`config.mk`:
```
export PLATFORM = sky130hd
export DESIGN_NAME = mux8_rr_arbiter
export DESIGN_NICKNAME = d
export VERILOG_FILES = /design/src/rtl/mux8_rr_arbiter_pkg.sv /design/src/rtl/mux8_rr_arbiter_mux8.sv /design/src/rtl/mux8_rr_arbiter_rr_pick8.sv /design/src/rtl/mux8_rr_arbiter.sv
export SDC_FILE = /design/constraint.sdc
export NUM_CORES = 1
export LEC_CHECK = 0
export BUFFER_PORTS_ARGS = -buffer_cell sky130_fd_sc_hd__buf_2
export CAP_MARGIN = 30
export CORE_MARGIN = 1.5
export CORE_UTILIZATION = 55
export CTS_CLUSTER_DIAMETER = 120
export CTS_CLUSTER_SIZE = 20
export DETAILED_ROUTE_END_ITERATION = 10
export PLACE_DENSITY_LB_ADDON = 0.05
export SETUP_SLACK_MARGIN = 0.05
export SYNTH_ARGS = -nofsm -noshare
export SYNTH_HDL_FRONTEND = slang
export SYNTH_SLANG_ARGS = --single-unit
```
`constraint.sdc`:
```
create_clock -name clk -period 8.9 [get_ports clk]
set_clock_uncertainty 0.15 [all_clocks]
set_input_delay 1.78 -clock clk [delete_from_list [all_inputs] [get_ports clk]]
set_output_delay 1.78 -clock clk [all_outputs]
set_load 0.01 [all_outputs]
```
`src/rtl/mux8_rr_arbiter_pkg.sv`:
```
// mux8_rr_arbiter_pkg: shared constants, FSM state type and one-hot helper
package mux8_rr_arbiter_pkg;
   localparam int N_REQ = 8;
   localparam int SEL_W = 3;
   typedef enum logic [0:0] {IDLE = 1'b0, GRANT = 1'b1} state_e;
   function automatic logic [SEL_W-1:0] oh2idx(input logic [N_REQ-1:0] oh);
      logic [SEL_W-1:0] r;
      r = '0;
      for (int i = 0; i < N_REQ; i++)
         if (oh[i]) r = r | SEL_W'(i);
      return r;
   endfunction
endpackage

```
`src/rtl/mux8_rr_arbiter_mux8.sv`:
```
// mux8: single-bit 8:1 multiplexer
module mux8
   import mux8_rr_arbiter_pkg::*;
(
   input  logic [N_REQ-1:0] d_i,
   input  logic [SEL_W-1:0] s_i,
   output logic             y_o
);
   assign y_o = d_i[s_i];
endmodule

```
`src/rtl/mux8_rr_arbiter_rr_pick8.sv`:
```
// rr_pick8: first set request after ptr, wrapping 7->0
module rr_pick8
   import mux8_rr_arbiter_pkg::*;
(
   input  logic [N_REQ-1:0] req_i,
   input  logic [SEL_W-1:0] ptr_i,
   output logic             found_o,
   output logic [SEL_W-1:0] idx_o
);
   // Scan farthest-first so the nearest candidate after ptr overwrites last.
   always_comb begin
      idx_o = '0;
      for (int k = N_REQ-1; k >= 0; k--)
         if (req_i[ptr_i + SEL_W'(k) + SEL_W'(1)]) idx_o = ptr_i + SEL_W'(k) + SEL_W'(1);
   end
   assign found_o = |req_i;
endmodule

```
`src/rtl/mux8_rr_arbiter.sv`:
```
// mux8_rr_arbiter: round-robin owner of a shared 8:1 single-bit channel
module mux8_rr_arbiter
   import mux8_rr_arbiter_pkg::*;
#(
   parameter int MAX_HOLD = 16,
   parameter int CNT_W    = $clog2(MAX_HOLD)
) (
   input  logic             clk,
   input  logic             rst_n,
   input  logic [N_REQ-1:0] req_i,
   input  logic [N_REQ-1:0] in_i,
   output logic [N_REQ-1:0] gnt_o,
   output logic [SEL_W-1:0] sel_o,
   output logic             busy_o,
   output logic             y_o,
   output logic             timeout_o
);
   state_e           state_q, state_d;
   logic [N_REQ-1:0] gnt_q, gnt_d;
   logic [SEL_W-1:0] sel_q, sel_d, ptr_q, ptr_d, idx;
   logic [CNT_W-1:0] cnt_q, cnt_d;
   logic             busy_q, busy_d, timeout_q, timeout_d;
   logic             found, to, arb, win, mux_y;
   rr_pick8 u_pick (.req_i(req_i), .ptr_i(ptr_q), .found_o(found), .idx_o(idx));
   mux8 u_mux (.d_i(in_i), .s_i(sel_q), .y_o(mux_y));
   // ptr_q always names the current owner, so one picker serves release and timeout.
   assign to  = (state_q == GRANT) & req_i[sel_q] & (cnt_q == CNT_W'(MAX_HOLD-1));
   assign arb = (state_q == IDLE) | ~req_i[sel_q] | to;
   assign win = arb & found;
   always_comb begin
      state_d   = win ? GRANT : arb ? IDLE : state_q;
      gnt_d     = win ? N_REQ'(1) << idx : arb ? '0 : gnt_q;
      sel_d     = win ? oh2idx(gnt_d) : sel_q;
      busy_d    = win | (~arb & busy_q);
      cnt_d     = arb ? '0 : cnt_q + CNT_W'(1);
      ptr_d     = win ? idx : ptr_q;
      timeout_d = to;
   end
   always_ff @(posedge clk or negedge rst_n) begin
      if (!rst_n) begin
         state_q   <= IDLE;
         gnt_q     <= '0;
         sel_q     <= '0;
         busy_q    <= 1'b0;
         cnt_q     <= '0;
         ptr_q     <= SEL_W'(N_REQ-1);
         timeout_q <= 1'b0;
      end else begin
         state_q   <= state_d;
         gnt_q     <= gnt_d;
         sel_q     <= sel_d;
         busy_q    <= busy_d;
         cnt_q     <= cnt_d;
         ptr_q     <= ptr_d;
         timeout_q <= timeout_d;
      end
   end
   assign gnt_o     = gnt_q;
   assign sel_o     = sel_q;
   assign busy_o    = busy_q;
   assign timeout_o = timeout_q;
   assign y_o       = busy_q & mux_y;
endmodule

```
-- Word-level counts from Yosys, hierarchy flattened
Cells that the tools add are included.
- flip-flop bits (word level): 21
- latch bits: 0
- bits in writable memories: 0
- memory bits (read-only): 0
- bits of input ports: 18
- word-level logic and storage cells: 87
- memories: 0
- add/subtract/negate cells: 15
- $mul: 0
- divide/modulo/power cells: 0
- order comparisons: 9
- eq/ne operators: 1
- shifts and indexed selects: 1
- mux-type cells: 40
- bitwise operators: 11
- reduce and logical (&&, ||, !) cells: 2
- operators by type and width (operator ; count):
    $lt 3x4->1 const B ; 9
    $mux 3 ; 12
    $bmux 1 s3 ; 10
    $add 3x1->3 const B ; 8
    $mux 8 ; 2
    $mux 1 ; 13
    $add 3x3->3 const B ; 4
    $reduce_or 8->1 ; 1
    $shl 1x3->8 const A ; 1
    $add 3x2->3 const B ; 2
    $and 1x1->1 ; 5
    $add 4x1->4 const B ; 1
    $eq 4x4->1 const B ; 1
    $mux 2 ; 2
    $mux 4 ; 1
    $not 1->1 ; 3
    $or 1x1->1 ; 3
    $reduce_bool 2->1 ; 1

-- Longest topological paths before layout
- word-level depth: 21
- gate-level depth with buffers: 11

-- Modules after synthesis
From an unflattened synthesis, not the netlist that was laid out.
- cells, all modules: 195
- area total of the unflattened synthesis: 2089.5 µm²
- modules (own cells, without submodules) (module ; instances ; cells each ; area an instance (µm²)):
    mux8_rr_arbiter ; 1 ; 81 ; 1046.0
    rr_pick8 ; 1 ; 111 ; 979.7
    mux8 ; 1 ; 3 ; 63.8

-- Worst setup path after synthesis
Ideal clock, no wire load.
- path kind: input to output
- start: input port in_i[7]
- end: output port y_o
- data arrival time: 2427 ps
- data required time: 6970 ps
- setup slack: 4543 ps
- cell stages on the path: 3
- path through: mux4_2 -> mux2i_1 -> nor2_1
- word-level cells in the longest chain between the ends: 3
- RTL lines (element ; line ; RTL):
    from (decl) ; mux8_rr_arbiter.sv:11 ; input logic [N_REQ-1:0] in_i,
    $bmux 1 s3 ; mux8_rr_arbiter_mux8.sv:9 ; assign y_o = d_i[s_i];
    $mux 1 (not written as such) ; mux8_rr_arbiter_mux8.sv:9 ;
    $and 1x1->1 ; mux8_rr_arbiter.sv:62 ; assign y_o = busy_q & mux_y;
    to (decl) ; mux8_rr_arbiter.sv:15 ; output logic y_o,
No other way between the ends. The select of a mux whose other input is x is not followed.

-- Worst setup path after layout
- start: input port in_i[4]
- end: output port y_o
Same word-level chain as after synthesis.

==> impl_metrics.json <==
{
  "antenna_found_initial": 0,
  "synth.distinct_cells": 50,
  "num_antenna_cells": 0,
  "setup-tns-final_ps": 0,
  "cts_inserted_buffers": 3,
  "synthToLayoutAreaGrowth_pct": 9.68,
  "critPathMaxFanout": 1,
  "place.gp.congestion": 0.836,
  "dpl_cell_area_um2": 1990,
  "vias": 1446,
  "fill_cells": 285,
  "drc_errors": 0,
  "clock.fmax_mhz": 219,
  "period_share_pct": 51.4,
  "r2r-start": "ptr_q[0]",
  "clkLatencyLatePin_ps": 290,
  "ant_nets": 0,
  "tritoncts": "built",
  "crit_required_ps": 6970,
  "clk_path_buf_depth": 2,
  "status": "completed",
  "drtIter0Drc": 98,
  "drive_above_1_share_pct": 37.0,
  "avgSynthCellArea_um2": 11.3,
  "fp-row-count": 20,
  "cts_root_buffer": "clkbuf_4",
  "ys_async_sr_fraction_pct": 100,
  "grt_pass1_vias": 1339,
  "cts_resized": 0,
  "grt_pass1_wl_um": 6300,
  "fin_area_um2": 2010,
  "worst_setup_path_start_kind": "input port",
  "worstSetupEndpointType": "output pin",
  "io_pins": 32,
  "holdBufCountCts": 0,
  "hold_start": "cnt_q[0]",
  "cts_sinks": 21,
  "syn-cell-area_um2": 1840,
  "hold_depth": 1,
  "hpwl_um": 2960,
  "synth.area.top_cells": "dfrtp_1 25%, mux4_2 20%, mux2i_1 4.4%",
  "r2r_cells": 9,
  "hold_path_end": "cnt_q[0]",
  "ys_ff_latch": 21,
  "arrival_ps": 2640,
  "crit_type": "input port to output pin",
  "fin_nets": 212,
  "htreeDepth": 1,
  "synth_warnings": 0,
  "die_w_um": 60.8,
  "yosys.area.top_type": "dfrtp_1",
  "die-area_um2": 3690,
  "critPathLaunch": "in_i[4]",
  "rsz0062_at_grt": "false",
  "synth_enable_flop_cells": 0,
  "synthCells": 163,
  "drt_first_pass_iters": 4,
  "r2r_end": "gnt_o[5]",
  "routedWlPerCell_um": 16.6,
  "grt_max_degree": 24,
  "slew_violations": 0,
  "min_path_type": "flip-flop to flip-flop",
  "post-route-min-period_ps": 4570,
  "final-setup-viol-count": 0,
  "drv_cap": 0,
  "grt_usage_pct": 22.8,
  "vias_per_cell": 6.21,
  "coreArea_um2": 3100,
  "postCtsSetupRepairBufs": 0,
  "regArea_um2": 529,
  "slew_headroom_pct": 59.1,
  "overflow": 0,
  "yosysSeqAreaShare_pct": 28.8,
  "die_h_um": 60.8,
  "clk_pin_slew_worst_paths_ps": 110,
  "synth_nets": 185,
  "r2r_setup_slack_ps": 4920,
  "ys.flop_type": "dfrtp_1",
  "io_buffers": 31,
  "netlist.area_leader.share_pct": 24.5,
  "routed_wl_um": 3860,
  "start_util_pct": 59.2,
  "worstMarginPinSlew_ps": 609,
  "multi_input_area_um2": 1220,
  "hold_viol": 0
}
[through the flow]
step	worst slack, ps	hold WS (ps)	cells	utilization (%)
final	4330	318	233	64.9
after floorplan	4540	282	163	-
after detailed placement	4330	308	229	64.0
after global routing	4260	347	233	64.9
after CTS	4330	325	233	64.9
after global placement	4340	301	229	64.0
[layout make-up]
| cell class | count | area share [%] |
|---|---|---|
| Timing Repair Buffer | 31 | 7.71 |
| Inverter | 6 | 1.12 |
| Clock buffer | 3 | 1.12 |
| Sequential cell | 21 | 26.3 |
| Clock inverter | 1 | 0.249 |
| Tap cell | 44 | 2.73 |
| Multi-Input combinational cell | 127 | 60.8 |
[state kept, by name, summed over array words and instances (netlist names), named ones only]
register   flops
state_q        1
cnt_q          4
sel_o          3
timeout_o      1
ptr_q          3
gnt_o          8
[cell usage in the layout, fill, tap and decap left out, types with 2 or more instances in the layout]
| cell type | instances |
|---|---|
| xnor2_1 | 2 |
| inv_1 | 6 |
| dfrtp_1 | 18 |
| xor2_1 | 2 |
| a21o_1 | 5 |
| o211ai_1 | 2 |
| nor4_1 | 2 |
| o21a_1 | 2 |
| nand3_1 | 4 |
| nor3b_1 | 2 |
| mux2_2 | 7 |
| mux4_2 | 16 |
| a21oi_1 | 5 |
| and2_1 | 2 |
| dfstp_2 | 3 |
| nor2_1 | 9 |
| a32o_1 | 7 |
| o21ai_1 | 2 |
| ha_1 | 4 |
| nor3_1 | 2 |
| clkbuf_4 | 3 |
| nand2_1 | 13 |
| buf_2 | 31 |
| o21ai_0 | 7 |
| mux2i_1 | 8 |
| nor2b_1 | 2 |
[synthesized netlist by cell type, types with 2 or more instances]
cell type	n
dfrtp_1	18
mux4_2	16
nand2_1	13
nor2_1	9
mux2i_1	8
a32o_1	7
mux2_2	7
o21ai_0	7
inv_1	6
a21o_1	5
a21oi_1	5
ha_1	4
nand3_1	4
buf_2	3
buf_6	3
dfstp_2	3
and2_1	2
clkbuf_1	2
nor2b_1	2
nor3_1	2
nor3b_1	2
nor4_1	2
o211ai_1	2
o21a_1	2
o21ai_1	2
xnor2_1	2
xor2_1	2
[metal layers]
metal  share of wire [%]  wire [um]  up-vias  GRT usage (%)
li1                    -          -      696              -
met5                   0          0        -              0
met2                  54       2070       40           41.3
met1                  41       1600      708           29.4
met3                 4.7        180        2           2.13
met4                0.21          8        0           5.59
[critical path, cell delays in order]
cell,delay (ps)
buf_2,100
mux4_2,440
mux2i_1,140
nor2_1,50
buf_2,130
[worst max path at each step]
stage           to  slack (ps)  depth (start not counted)
6_report       y_o        4330                          5
5_1_grt        y_o        4260                          5
4_1_cts        y_o        4330                          5
3_5_place_dp   y_o        4330                          5
3_3_place_gp   y_o        4340                          5
2_1_floorplan  y_o        4540                          3
[logic make-up (layout without fill, tap and decap cells)]
group                      after synthesis  in the layout  synth area share [%]
muxes                                   33             33                  29.9
buffers and inverters                   15             41                  4.50
AOI/OAI and AO/OA                       42             42                  18.7
adders and majority gates                4              4                  2.73
DFF                                     21             21                  28.8
and+or+nand+nor                         43             43                  12.3
xor gates and xnor gates                 5              5                  3.14
Power is not shown: default switching activity piles up to over one toggle a cycle in this logic, so the estimate is an artifact.
